### src/rtl/forward_result_pipe.sv
// forward_result_pipe: three-slot history of results leaving EXE.
// Slot 1 is the youngest (PC-4), slot 3 the oldest (PC-12).
// It publishes each slot's destination register and answers the forwarding
// unit's 2-bit select codes with data. Loads enter not-ready and are filled
// later by the memory return strobe, oldest pending slot first.
module forward_result_pipe #(
    parameter int DATA_W = 32,
    parameter int REG_W  = 5
) (
    input  logic              CLK,
    input  logic              RESET,
    input  logic              advance,
    input  logic              flush,
    input  logic              exe_valid,
    input  logic [REG_W-1:0]  exe_write_reg,
    input  logic [DATA_W-1:0] exe_result,
    input  logic              exe_is_load,
    input  logic              mem_rdata_valid,
    input  logic [DATA_W-1:0] mem_rdata,
    input  logic [1:0]        sel_a,
    input  logic [1:0]        sel_b,
    input  logic [1:0]        sel_br_a,
    input  logic [1:0]        sel_br_b,
    output logic [DATA_W-1:0] fwd_a,
    output logic [DATA_W-1:0] fwd_b,
    output logic [DATA_W-1:0] fwd_br_a,
    output logic [DATA_W-1:0] fwd_br_b,
    output logic              data_pending,
    output logic [REG_W-1:0]  slot_reg_1,
    output logic [REG_W-1:0]  slot_reg_2,
    output logic [REG_W-1:0]  slot_reg_3,
    output logic              fill_err
);

    // Registered slot state; index 1 = youngest
    logic [3:1]        r_vld;
    logic [3:1]        r_rdy;
    logic [REG_W-1:0]  r_reg  [1:3];
    logic [DATA_W-1:0] r_data [1:3];
    logic              r_fill_err;

    // Fill target (one-hot over slots) and post-fill, pre-shift slot view
    logic [3:1]        w_tgt;
    logic              w_no_tgt;
    logic [3:1]        w_frdy;
    logic [DATA_W-1:0] w_fdata [1:3];

    // Normalised new entry from EXE; an invalid entry is stored as reg 0,
    // data 0, ready so that invalid slots never need output-side special cases
    logic              w_new_vld;
    logic [REG_W-1:0]  w_new_reg;
    logic [DATA_W-1:0] w_new_data;
    logic              w_new_rdy;

    // Read-side lookup tables indexed directly by a select code (0 = none)
    logic [DATA_W-1:0] w_rd_data [0:3];
    logic [3:0]        w_pend;

    // New entry formed from the EXE-stage inputs
    always_comb begin
        w_new_vld  = exe_valid & (exe_write_reg != '0);
        w_new_reg  = w_new_vld ? exe_write_reg : '0;
        w_new_data = (w_new_vld & ~exe_is_load) ? exe_result : '0;
        w_new_rdy  = ~w_new_vld | ~exe_is_load;
    end

    // Oldest pending load slot receives returning memory data
    always_comb begin
        w_tgt = 3'b000;
        if (mem_rdata_valid) begin
            if (r_vld[3] & ~r_rdy[3])
                w_tgt = 3'b100;
            else if (r_vld[2] & ~r_rdy[2])
                w_tgt = 3'b010;
            else if (r_vld[1] & ~r_rdy[1])
                w_tgt = 3'b001;
        end
        w_no_tgt = mem_rdata_valid & (w_tgt == 3'b000);
    end

    // Apply the fill to the pre-shift slot contents
    always_comb begin
        w_frdy = r_rdy | w_tgt;
        for (int n = 1; n <= 3; n++)
            w_fdata[n] = w_tgt[n] ? mem_rdata : r_data[n];
    end

    // Slot history update: fill, optional shift, then slot-1 flush
    always_ff @(posedge CLK) begin
        if (RESET) begin
            r_vld      <= '0;
            r_rdy      <= '1;
            r_fill_err <= 1'b0;
            for (int n = 1; n <= 3; n++) begin
                r_reg[n]  <= '0;
                r_data[n] <= '0;
            end
        end else begin
            if (advance) begin
                r_vld[3]  <= r_vld[2];
                r_rdy[3]  <= w_frdy[2];
                r_reg[3]  <= r_reg[2];
                r_data[3] <= w_fdata[2];
                r_vld[2]  <= r_vld[1];
                r_rdy[2]  <= w_frdy[1];
                r_reg[2]  <= r_reg[1];
                r_data[2] <= w_fdata[1];
                r_vld[1]  <= w_new_vld;
                r_rdy[1]  <= w_new_rdy;
                r_reg[1]  <= w_new_reg;
                r_data[1] <= w_new_data;
            end else begin
                r_rdy <= w_frdy;
                for (int n = 1; n <= 3; n++)
                    r_data[n] <= w_fdata[n];
            end
            // Flush wins over whatever slot 1 would otherwise hold
            if (flush) begin
                r_vld[1]  <= 1'b0;
                r_rdy[1]  <= 1'b1;
                r_reg[1]  <= '0;
                r_data[1] <= '0;
            end
            if (w_no_tgt)
                r_fill_err <= 1'b1;
        end
    end

    // Per-select read values: data only from valid, ready slots
    always_comb begin
        w_rd_data[0] = '0;
        w_pend[0]    = 1'b0;
        for (int n = 1; n <= 3; n++) begin
            w_rd_data[n] = (r_vld[n] & r_rdy[n]) ? r_data[n] : '0;
            w_pend[n]    = r_vld[n] & ~r_rdy[n];
        end
    end

    assign fwd_a        = w_rd_data[sel_a];
    assign fwd_b        = w_rd_data[sel_b];
    assign fwd_br_a     = w_rd_data[sel_br_a];
    assign fwd_br_b     = w_rd_data[sel_br_b];
    assign data_pending = w_pend[sel_a] | w_pend[sel_b] | w_pend[sel_br_a] | w_pend[sel_br_b];
    assign slot_reg_1   = r_vld[1] ? r_reg[1] : '0;
    assign slot_reg_2   = r_vld[2] ? r_reg[2] : '0;
    assign slot_reg_3   = r_vld[3] ? r_reg[3] : '0;
    assign fill_err     = r_fill_err;

endmodule

### config.mk
export PLATFORM = sky130hd
export DESIGN_NAME = forward_result_pipe
export DESIGN_NICKNAME = d
export VERILOG_FILES = /design/src/rtl/forward_result_pipe.sv
export SDC_FILE = /design/constraint.sdc
export NUM_CORES = 1
export LEC_CHECK = 0
export CAP_MARGIN = 10
export CORE_AREA = 2 2 117 164
export DETAILED_ROUTE_END_ITERATION = 10
export DIE_AREA = 0 0 119 166
export GPL_ROUTABILITY_DRIVEN = 0
export PLACE_DENSITY = 0.76
export SYNTH_ARGS = -nofsm -noshare
export SYNTH_HDL_FRONTEND = slang
export SYNTH_SLANG_ARGS = --single-unit
### constraint.sdc
create_clock -name CLK -period 10 [get_ports CLK]
set_input_delay 3 -clock CLK [delete_from_list [all_inputs] [get_ports CLK]]
set_output_delay 3 -clock CLK [all_outputs]
set_load 0.01 [all_outputs]
==> results.md, run 1 <==
* Die area at 19800 um2
* CTS H-Tree Depth at 4
* Root buf cell: clkbuf_16
* Worst-path clk slew at 0.06 ns
* Crit. End Element: output pin
* Post-CTS resize count at 0
* Ranking of synthesized cells by area: edfxtp_1 (37%), o2bb2ai_1 (16%), nand3_1 (9.0%)
* Critical Path Source Type: primary input
* Cts bufs inserted at 17
* Placed Cells incl. Taps at 1426
* ANT nets after route at 0
* Hpwl dp at 19300 um
* Hold_buf cts at 0
* # IOs at 229
* First-pass iteration count of the detailed router at 5
* Via density at 6.25
* Post-synth top flop: edfxtp_1
* Yosys top cell by area: edfxtp_1
* Compound-gate portion of the synthesized area at 29.4%
* RSZ-0062 raised after global routing: no
* First-pass GRT wire length at 48600 um
* Via count at 9121
* Post-Syn Instances at 997
* Clock sinks at 118
* Post-synthesis mux area share at 7.62%
* Type of the most critical hold path: reg -> reg
* Slew HR at 17.5%
* Worst Path Arrival at 5.46 ns
* Post-synth top area share at 37.2%
* Worst path required time at 7.00 ns
* Detailed-route wire length per cell at 21.5 um
* Synth Area in Simple Gates at 17.0%
* Worst VDD drop at 0.102 mV
* Peak Freq at 118 MHz
* Pwr Total at 1370 uW
* Row count at 59
* CORE AREA at 18400 um2
* Critical path peak fanout at 67
* Asr flop ratio synth at 0%
* Main combinational cell family by area after synthesis: compound AO/OA/AOI/OAI gates
* Number of synthesized flops with an enable pin at 111
* Final min period at 8.46 ns
* Run status: complete, no violations
* XOR/XNOR Fraction of Synth Area at 0%
* Clock tree buffer depth at 2
* Initial Utilization at 48.7%
* Post-synthesis adder-cell area fraction at 0%
* Initial DRC count at 953
* Setup Buffers After CTS at 0
* Ys Warns at 0
* Setup Viol. Count Final at 0
* DIE WIDTH at 119 um
* Number of global-route vias before repair at 9040
* Synth Area per Inst at 8.99 um2
* Cell Area, Synth at 8960 um2
* Max cap viols at 0
* Synth unique cells at 46
* Max FFs per register at 96
* Seq/Total Area, Yosys at 38.8%
* Layout Skew at 0.0116 ns
* Port bufs at 228
* Setup TNS at 0 ns
* Share of layout cells above drive strength 1 at 5.85%
* Worst skew pair latency at 0.41 ns
* Pin count of the biggest net entering global routing at 73
* Dpl cell area at 11300 um2
* Grt ovf at 0
* TritonCTS clock tree: yes
* Antenna violations before repair at 2
* Tcrit/Tclk final at 84.6%
* Final slew viol count at 0
* Layout Cells excl Fill at 1460
* Pwr/cell area at 116 nW/um2
* Pleak at 0.00403 uW
* DRC viols at 0
* Post-route cell area at 11800 um2
* Reg-to-reg slack, setup at 7.46 ns
* Nets at 1285
* Critical path type: in -> out
* Gr usage total at 31.3%
* Slew @ Worst Pin at 1.24 ns
* Endpoints failing hold at 0
* Die H at 166 um
* Yosys reg bits at 118
* Drt total wl at 31400 um
* Synthesis-to-layout area growth at 32.2%
## placed cells by master (no fill, tap or decap), types with 9 or more instances in the layout
cell and n:
clkdlybuf4s50_1 219, nand3_1 161, o2bb2ai_1 160, o21ai_0 119, edfxtp_1 111, nand2_1 66, mux2i_1 66, conb_1 64
nor2_1 37, a22oi_1 32, a21oi_1 32, and2_1 29, clkbuf_16 17, buf_4 13, o21ai_1 10, inv_1 9
buf_2 9
## worst paths after layout
check                                          from                     endpoint  depth (start not counted)
worst max-delay path                       sel_a[1]                 data_pending                          6
worst min-delay path            r_rdy[3]$_SDFF_PP1_          r_rdy[3]$_SDFF_PP1_                          1
worst min register to register  r_rdy[3]$_SDFF_PP1_          r_rdy[3]$_SDFF_PP1_                          1
worst max register to register  r_rdy[3]$_SDFF_PP1_  r_data[0][53]$_SDFFCE_PP0P_                          4
## metrics by stage
| stage | hold WS (ns) | worst slack [ns] | util [%] |
|---|---|---|---|
| after floorplan | 0.465 | 3.11 | - |
| after global placement | 0.488 | 1.66 | 61.3 |
| after detailed placement | 0.486 | 1.65 | 61.3 |
| after CTS | 0.526 | 1.63 | 64.4 |
| after global routing | 0.560 | 1.46 | 64.4 |
| final | 0.525 | 1.54 | 64.4 |
## cells by family after synthesis
group           Yosys count
flops                   118
mux                      67
other cells               1
buf+inv                 129
compound gates          369
simple gates            313
## critical path: stages
cell,delay (ns)
buf_2,0.08
buf_4,0.54
nand2_2,0.66
a41o_1,0.43
o211ai_1,0.12
clkdlybuf4s50_1,0.59
## layer usage
| layer | share of wire (%) | global-route usage [%] | wire length, um | vias up |
|---|---|---|---|---|
| met5 | 0 | 0 | 0 | - |
| met4 | 4.4 | 17.2 | 1370 | 0 |
| met3 | 8.4 | 4.29 | 2640 | 94 |
| met2 | 50 | 53.5 | 15700 | 609 |
| met1 | 37 | 37.8 | 11700 | 4238 |
| li1 | - | - | - | 4180 |
## final cells by class
| class | count | area (um2) |
|---|---|---|
| diodes | 2 | 5.00 |
| clock buffers | 19 | 453 |
| clock inverters | 13 | 123 |
| fillers | 1546 | 6540 |
| inverters | 10 | 37.5 |
| multi-input cells | 813 | 5110 |
| flip-flops and latches | 118 | 3470 |
| well taps | 244 | 305 |
| repair buffers | 241 | 2330 |
## Yosys cell counts (3+ instances only)
cell	n
edfxtp_1	111
a22oi_1	32
buf_4	3
nand2b_1	3
inv_1	10
nand2_1	68
nor2_1	37
a21oi_1	32
nand3_1	161
buf_12	3
buf_1	10
mux2i_1	66
buf_2	23
and2_1	33
o21ai_0	119
o2bb2ai_1	160
buf_6	8
clkbuf_1	70
dfxtp_1	7
o21ai_1	10
## report_power, final
part / switching, uW / leakage (uW) / internal (uW) / total [uW]
logic: 111 / 0.00252 / 66.6 / 177
clock network: 238 / 0.000273 / 358 / 596
registers: 25.9 / 0.00123 / 576 / 602
Note: power is estimated with default switching activity, not from simulation.
==> run 2, diff against run 1 <==
Clock period 10 ns to 8.4 ns, I/O delays scaled along.
==> results.md, run 2 (same netlist as run 1, synthesis figures left out) <==
* Synthesis-to-layout area growth at 32.9% (was 32.2%)
* Pwr/cell area at 144 nW/um2 (was 116 nW/um2)
* Run status: complete, no violations (unchanged)
* Hold_sp: r_rdy[3]$_SDFF_PP1_ (unchanged)
* Dpl cell area at 11300 um2 (about the same)
* Drt total wl at 32200 um (was 31400 um)
* CP startpoint: sel_br_a[1] (was sel_a[1])
* Post-Place Setup Slack at 0.882 ns (was 1.65 ns)
* Number of global-route vias before repair at 9061 (was 9040)
* DRC viols at 0 (unchanged)
* First-pass iteration count of the detailed router at 7 (was 5)
* Final Core Density at 64.8% (was 64.4%)
* Endpoints failing hold at 0 (unchanged)
* Row count at 59 (unchanged)
* # IOs at 229 (unchanged)
* Max FFs per register at 96 (unchanged)
* Die area at 19800 um2 (unchanged)
* FF-to-FF Start: r_vld[3]$_SDFFE_PP0P_ (was r_rdy[3]$_SDFF_PP1_)
* TritonCTS clock tree: yes (unchanged)
* Worst VDD drop at 0.127 mV (was 0.102 mV)
* Pleak at 0.00407 uW (was 0.00403 uW)
* Pin count of the biggest net entering global routing at 72 (was 73)
* Critical Path Source Type: primary input (unchanged)
* Peak Freq at 131 MHz
* Antenna violations before repair at 0 (was 2)
* Grt ovf at 0 (unchanged)
* Critical path peak fanout at 34 (was 67)
* Post-route cell area at 11900 um2 (was 11800 um2)
* Port bufs at 228 (unchanged)
* Max cap viols at 0 (unchanged)
* Detailed-route wire length per cell at 22.1 um (was 21.5 um)
* Worst-path clk slew at 0.06 ns (about the same)
* Critical path's slowest cell: nand2_1 (was nand2_2)
* Setup Viol. Count Final at 0 (unchanged)
* Worst path required time at 5.88 ns (was 7.00 ns)
* Hold_buf cts at 0 (unchanged)
* Die H at 166 um (unchanged)
* Root buf cell: clkbuf_16 (unchanged)
* Nets at 1289 (was 1285)
* Gr usage total at 32.1% (was 31.3%)
* Worst skew pair latency at 0.42 ns (was 0.41 ns)
* Most frequent cells in the layout: clkdlybuf4s50_1 (219), nand3_1 (161), o2bb2ai_1 (160) (unchanged)
* Most common cell after layout, fill and taps aside: clkdlybuf4s50_1 (unchanged)
* Delay-heaviest family, CP: buffers and inverters (unchanged)
* CP bufs+invs at 3 (unchanged)
* Clock sinks at 118 (unchanged)
* Final slew viol count at 0 (unchanged)
* First-pass GRT wire length at 49900 um (was 48600 um)
* CTS H-Tree Depth at 4 (unchanged)
* Setup TNS at 0 ns (unchanged)
* RSZ-0062 raised after global routing: no (unchanged)
* Slew HR at 19.4% (was 17.5%)
* Via density at 6.35 (was 6.25)
* Share of layout cells above drive strength 1 at 6.16% (was 5.85%)
* Layout Skew at 0.0169 ns (was 0.0116 ns)
* DIE WIDTH at 119 um (unchanged)
* Critical path type: in -> out (unchanged)
* Clock tree buffer depth at 2 (unchanged)
* Post-CTS resize count at 0 (unchanged)
* Cts bufs inserted at 17 (unchanged)
* Final min period at 7.62 ns
* Setup Buffers After CTS at 0 (unchanged)
* Crit. End Element: output pin (unchanged)
* Slowest stage delay, CP at 0.84 ns (was 0.66 ns)
* ANT nets after route at 0 (unchanged)
* Type of the most critical hold path: reg -> reg (unchanged)
* Via count at 9290 (was 9121)
* Slew @ Worst Pin at 1.21 ns (was 1.24 ns)
* Worst Path Arrival at 5.10 ns (was 5.46 ns)
* Ant. Diodes at 0 (was 2)
* Initial DRC count at 916 (was 953)
* Worst setup margin at 0.784 ns (was 1.54 ns)
* CP Cell Sequence: buf_2, nand2_1, buf_4, o2bb2ai_1, clkdlybuf4s50_1 (was buf_2, buf_4, nand2_2, a41o_1, o211ai_1, clkdlybuf4s50_1)
* CORE AREA at 18400 um2 (unchanged)
* Tcrit/Tclk final at 90.7%
* Hpwl dp at 20100 um (was 19300 um)
* Initial Utilization at 48.7% (unchanged)
## run 2: final cells by class
class / instances / area [um2]
clock inverters: 15 / 193
multi-input cells: 813 / 5110
well taps: 244 / 305
inverters: 10 / 37.5
clock buffers: 17 / 425
repair buffers: 245 / 2360
flip-flops and latches: 118 / 3470
fillers: 1588 / 6470
## run 2: report_power, final
part	internal, uW	leakage (uW)	switching (uW)
logic	80.3	0.00254	135
clock network	475	0.000302	304
registers	685	0.00123	30.8
## run 2: final timing paths
check	end	slack, ns	cells after the start
worst max-delay path	fwd_br_a[12]	0.78	5
worst max register to register	r_data[0][101]$_DFFE_PP_	5.72	5
worst min-delay path	r_rdy[3]$_SDFF_PP1_	0.50	1
worst min register to register	r_rdy[3]$_SDFF_PP1_	0.50	1
## run 2: layer usage
metal  share of wire [%]  track usage, %  vias up
met3                 9.4            5.08       91
met1                  37            39.5     4378
li1                    -               -     4185
met4                 3.4            15.7        0
met2                  51            54.7      636
met5                   0               0        -
## run 2: worst register-to-register path: cells and delay by family, from the launching register on
kind	cells	cell delay, ns
buffers and inverters	1	0.56
and+or+nand+nor	2	0.44
AOI/OAI and AO/OA	1	0.62
DFF	1	0.43
muxes	1	0.34
## run 2: stage by stage
stage | power [uW] | hold slack [ns] | cells
2_1_floorplan | 838 | 0.465 | 1060
3_5_place_dp | 936 | 0.493 | 1430
6_report | 1710 | 0.504 | 1462
3_3_place_gp | 932 | 0.487 | 1430
4_1_cts | 1710 | 0.508 | 1462
5_1_grt | 1750 | 0.517 | 1462
==> run 3, diff against run 2 <==
Settings changed: GPL_TIMING_DRIVEN set to 0.
==> results.md, run 3 (same netlist as run 1, synthesis figures left out) <==
* TritonCTS clock tree: yes (unchanged)
* Setup TNS at 0 ns (unchanged)
* Pwr Total at 1700 uW (was 1710 uW)
* Drt total wl at 35100 um (was 32200 um)
* CORE AREA at 18400 um2 (unchanged)
* Grt ovf at 0 (unchanged)
* Via density at 6.44 (was 6.35)
* Hold_sp: r_rdy[3]$_SDFF_PP1_ (unchanged)
* Worst-path clk slew at 0.05 ns (was 0.06 ns)
* Hold_buf cts at 0 (unchanged)
* Ant. Diodes at 0 (unchanged)
* Critical path peak fanout at 10 (was 34)
* Max FFs per register at 96 (unchanged)
* Run status: complete, no violations (unchanged)
* CP startpoint: sel_a[1] (was sel_br_a[1])
* Type of the most critical hold path: reg -> reg (unchanged)
* Peak Freq at 140 MHz (was 131 MHz)
* Gr usage total at 34.8% (was 32.1%)
* Worst path required time at 5.88 ns (about the same)
* Placed Cells incl. Taps at 1522 (was 1430)
* Crit. End Element: output pin (unchanged)
* Pwr/cell area at 138 nW/um2 (was 144 nW/um2)
* Number of global-route vias before repair at 9594 (was 9061)
* RSZ-0062 raised after global routing: no (unchanged)
* Clock tree buffer depth at 2 (unchanged)
* Synthesis-to-layout area growth at 37.5% (was 32.9%)
* Max cap viols at 0 (unchanged)
* Worst VDD drop at 0.0992 mV (was 0.127 mV)
* ANT nets after route at 0 (unchanged)
* Slew HR at 37.5% (was 19.4%)
* Critical path type: in -> out (unchanged)
* Dpl cell area at 11700 um2 (was 11300 um2)
* Tcrit/Tclk final at 85.3% (was 90.7%)
* # IOs at 229 (unchanged)
* Nets at 1381 (was 1289)
* Initial DRC count at 1421 (was 916)
* Layout Skew at 0.00894 ns (was 0.0169 ns)
* Post-CTS resize count at 0 (unchanged)
* Reg-to-reg slack, setup at 6.49 ns (was 5.72 ns)
* Final min period at 7.16 ns (was 7.62 ns)
* Hpwl dp at 24500 um (was 20100 um)
* Die H at 166 um (unchanged)
* Clock sinks at 118 (unchanged)
* Share of layout cells above drive strength 1 at 6.18% (was 6.16%)
* WHS Path Cells at 1 (unchanged)
* Worst R2R Path Depth at 6 (was 5)
* First-pass GRT wire length at 53300 um (was 49900 um)
* Layout Cells excl Fill at 1554 (was 1462)
* Setup Viol. Count Final at 0 (unchanged)
* Port bufs at 217 (was 228)
* Final slew viol count at 0 (unchanged)
* Row count at 59 (unchanged)
* Post-Route Hold Slack at 0.523 ns (was 0.504 ns)
* Via count at 10000 (was 9290)
* Most common cell after layout, fill and taps aside: clkdlybuf4s50_1 (unchanged)
* Worst Path Arrival at 4.64 ns (was 5.10 ns)
* Cts bufs inserted at 17 (unchanged)
* Reg2reg end: r_data[0][117]$_DFFE_PP_ (was r_data[0][101]$_DFFE_PP_)
* Worst skew pair latency at 0.43 ns (was 0.42 ns)
* Endpoints failing hold at 0 (unchanged)
* CTS H-Tree Depth at 4 (unchanged)
* Pin count of the biggest net entering global routing at 18 (was 72)
* First-pass iteration count of the detailed router at 7 (unchanged)
* Antenna violations before repair at 0 (unchanged)
* Setup Buffers After CTS at 0 (unchanged)
* Most frequent cells in the layout: clkdlybuf4s50_1 (217), nand3_1 (161), o2bb2ai_1 (160) (was clkdlybuf4s50_1 (219), nand3_1 (161), o2bb2ai_1 (160))
* Die area at 19800 um2 (unchanged)
* Initial Utilization at 48.7% (unchanged)
* Slew @ Worst Pin at 0.937 ns (was 1.21 ns)
* Pleak at 0.00425 uW (was 0.00407 uW)
* Hold Path End: r_rdy[3]$_SDFF_PP1_ (unchanged)
* DIE WIDTH at 119 um (unchanged)
* Root buf cell: clkbuf_16 (unchanged)
* DRC viols at 0 (unchanged)
* Post-route cell area at 12300 um2 (was 11900 um2)
* Detailed-route wire length per cell at 22.6 um (was 22.1 um)
* Critical Path Source Type: primary input (unchanged)
* FF-to-FF Start: r_vld[3]$_SDFFE_PP0P_ (unchanged)
* Fill cells at 1519 (was 1588)
==> run 3: changes by cell type in the layout (fill, tap and decap cells not counted), sizes merged <==
cell,delta
buf,+22
clkinv,+2
inv,-4
clkinvlp,+1
clkdlybuf4s50,-2
clkbuf,+73
==> run 3: critical path, stage by stage <==
cell and delay, ns:
buf_1 0.40, nand2_1 0.30, clkbuf_1 0.37, o2bb2ai_1 0.44, clkdlybuf4s50_1 0.61
==> run 3: worst max path at each step <==
stage                           end  cells after the start
after floorplan           fwd_a[10]                      5
after detailed placement   fwd_b[2]                      5
after CTS                  fwd_b[2]                      5
final                     fwd_a[20]                      5
after global placement    fwd_b[20]                      5
after global routing      fwd_a[20]                      5
==> run 3: area by class of cell <==
| type | count | area (um2) | area share [%] |
|---|---|---|---|
| multi-input cells | 813 | 5090 | 41.4 |
| flip-flops and latches | 118 | 3470 | 28.2 |
| repair buffers | 218 | 2200 | 17.9 |
| plain buffers | 119 | 603 | 4.90 |
| clock buffers | 18 | 429 | 3.48 |
| well taps | 244 | 305 | 2.48 |
| clock inverters | 14 | 176 | 1.43 |
| inverters | 10 | 37.5 | 0.305 |
==> run 3: power breakdown <==
group	switching [uW]	total, uW	leakage, uW	internal (uW)
sequential	30.5	716	0.00123	686
combinational	145	233	0.00273	88.2
clock	285	753	0.000291	468
total	460	1700	0.00425	1240
==> run 3: per-layer routing <==
layer	vias up	GRT usage (%)	routed length, um
met1	4621	41.6	12200
li1	4365	-	-
met4	0	19.8	2140
met5	-	0	0
met2	831	57.0	16700
met3	189	8.48	4090
==> run 3: metrics by stage <==
| step | setup slack, ns | util, % |
|---|---|---|
| floorplan | 2.47 | - |
| global placement | 1.44 | 63.5 |
| detailed placement | 1.42 | 63.7 |
| CTS | 1.41 | 67.0 |
| global route | 1.19 | 67.0 |
| finish | 1.24 | 67.0 |
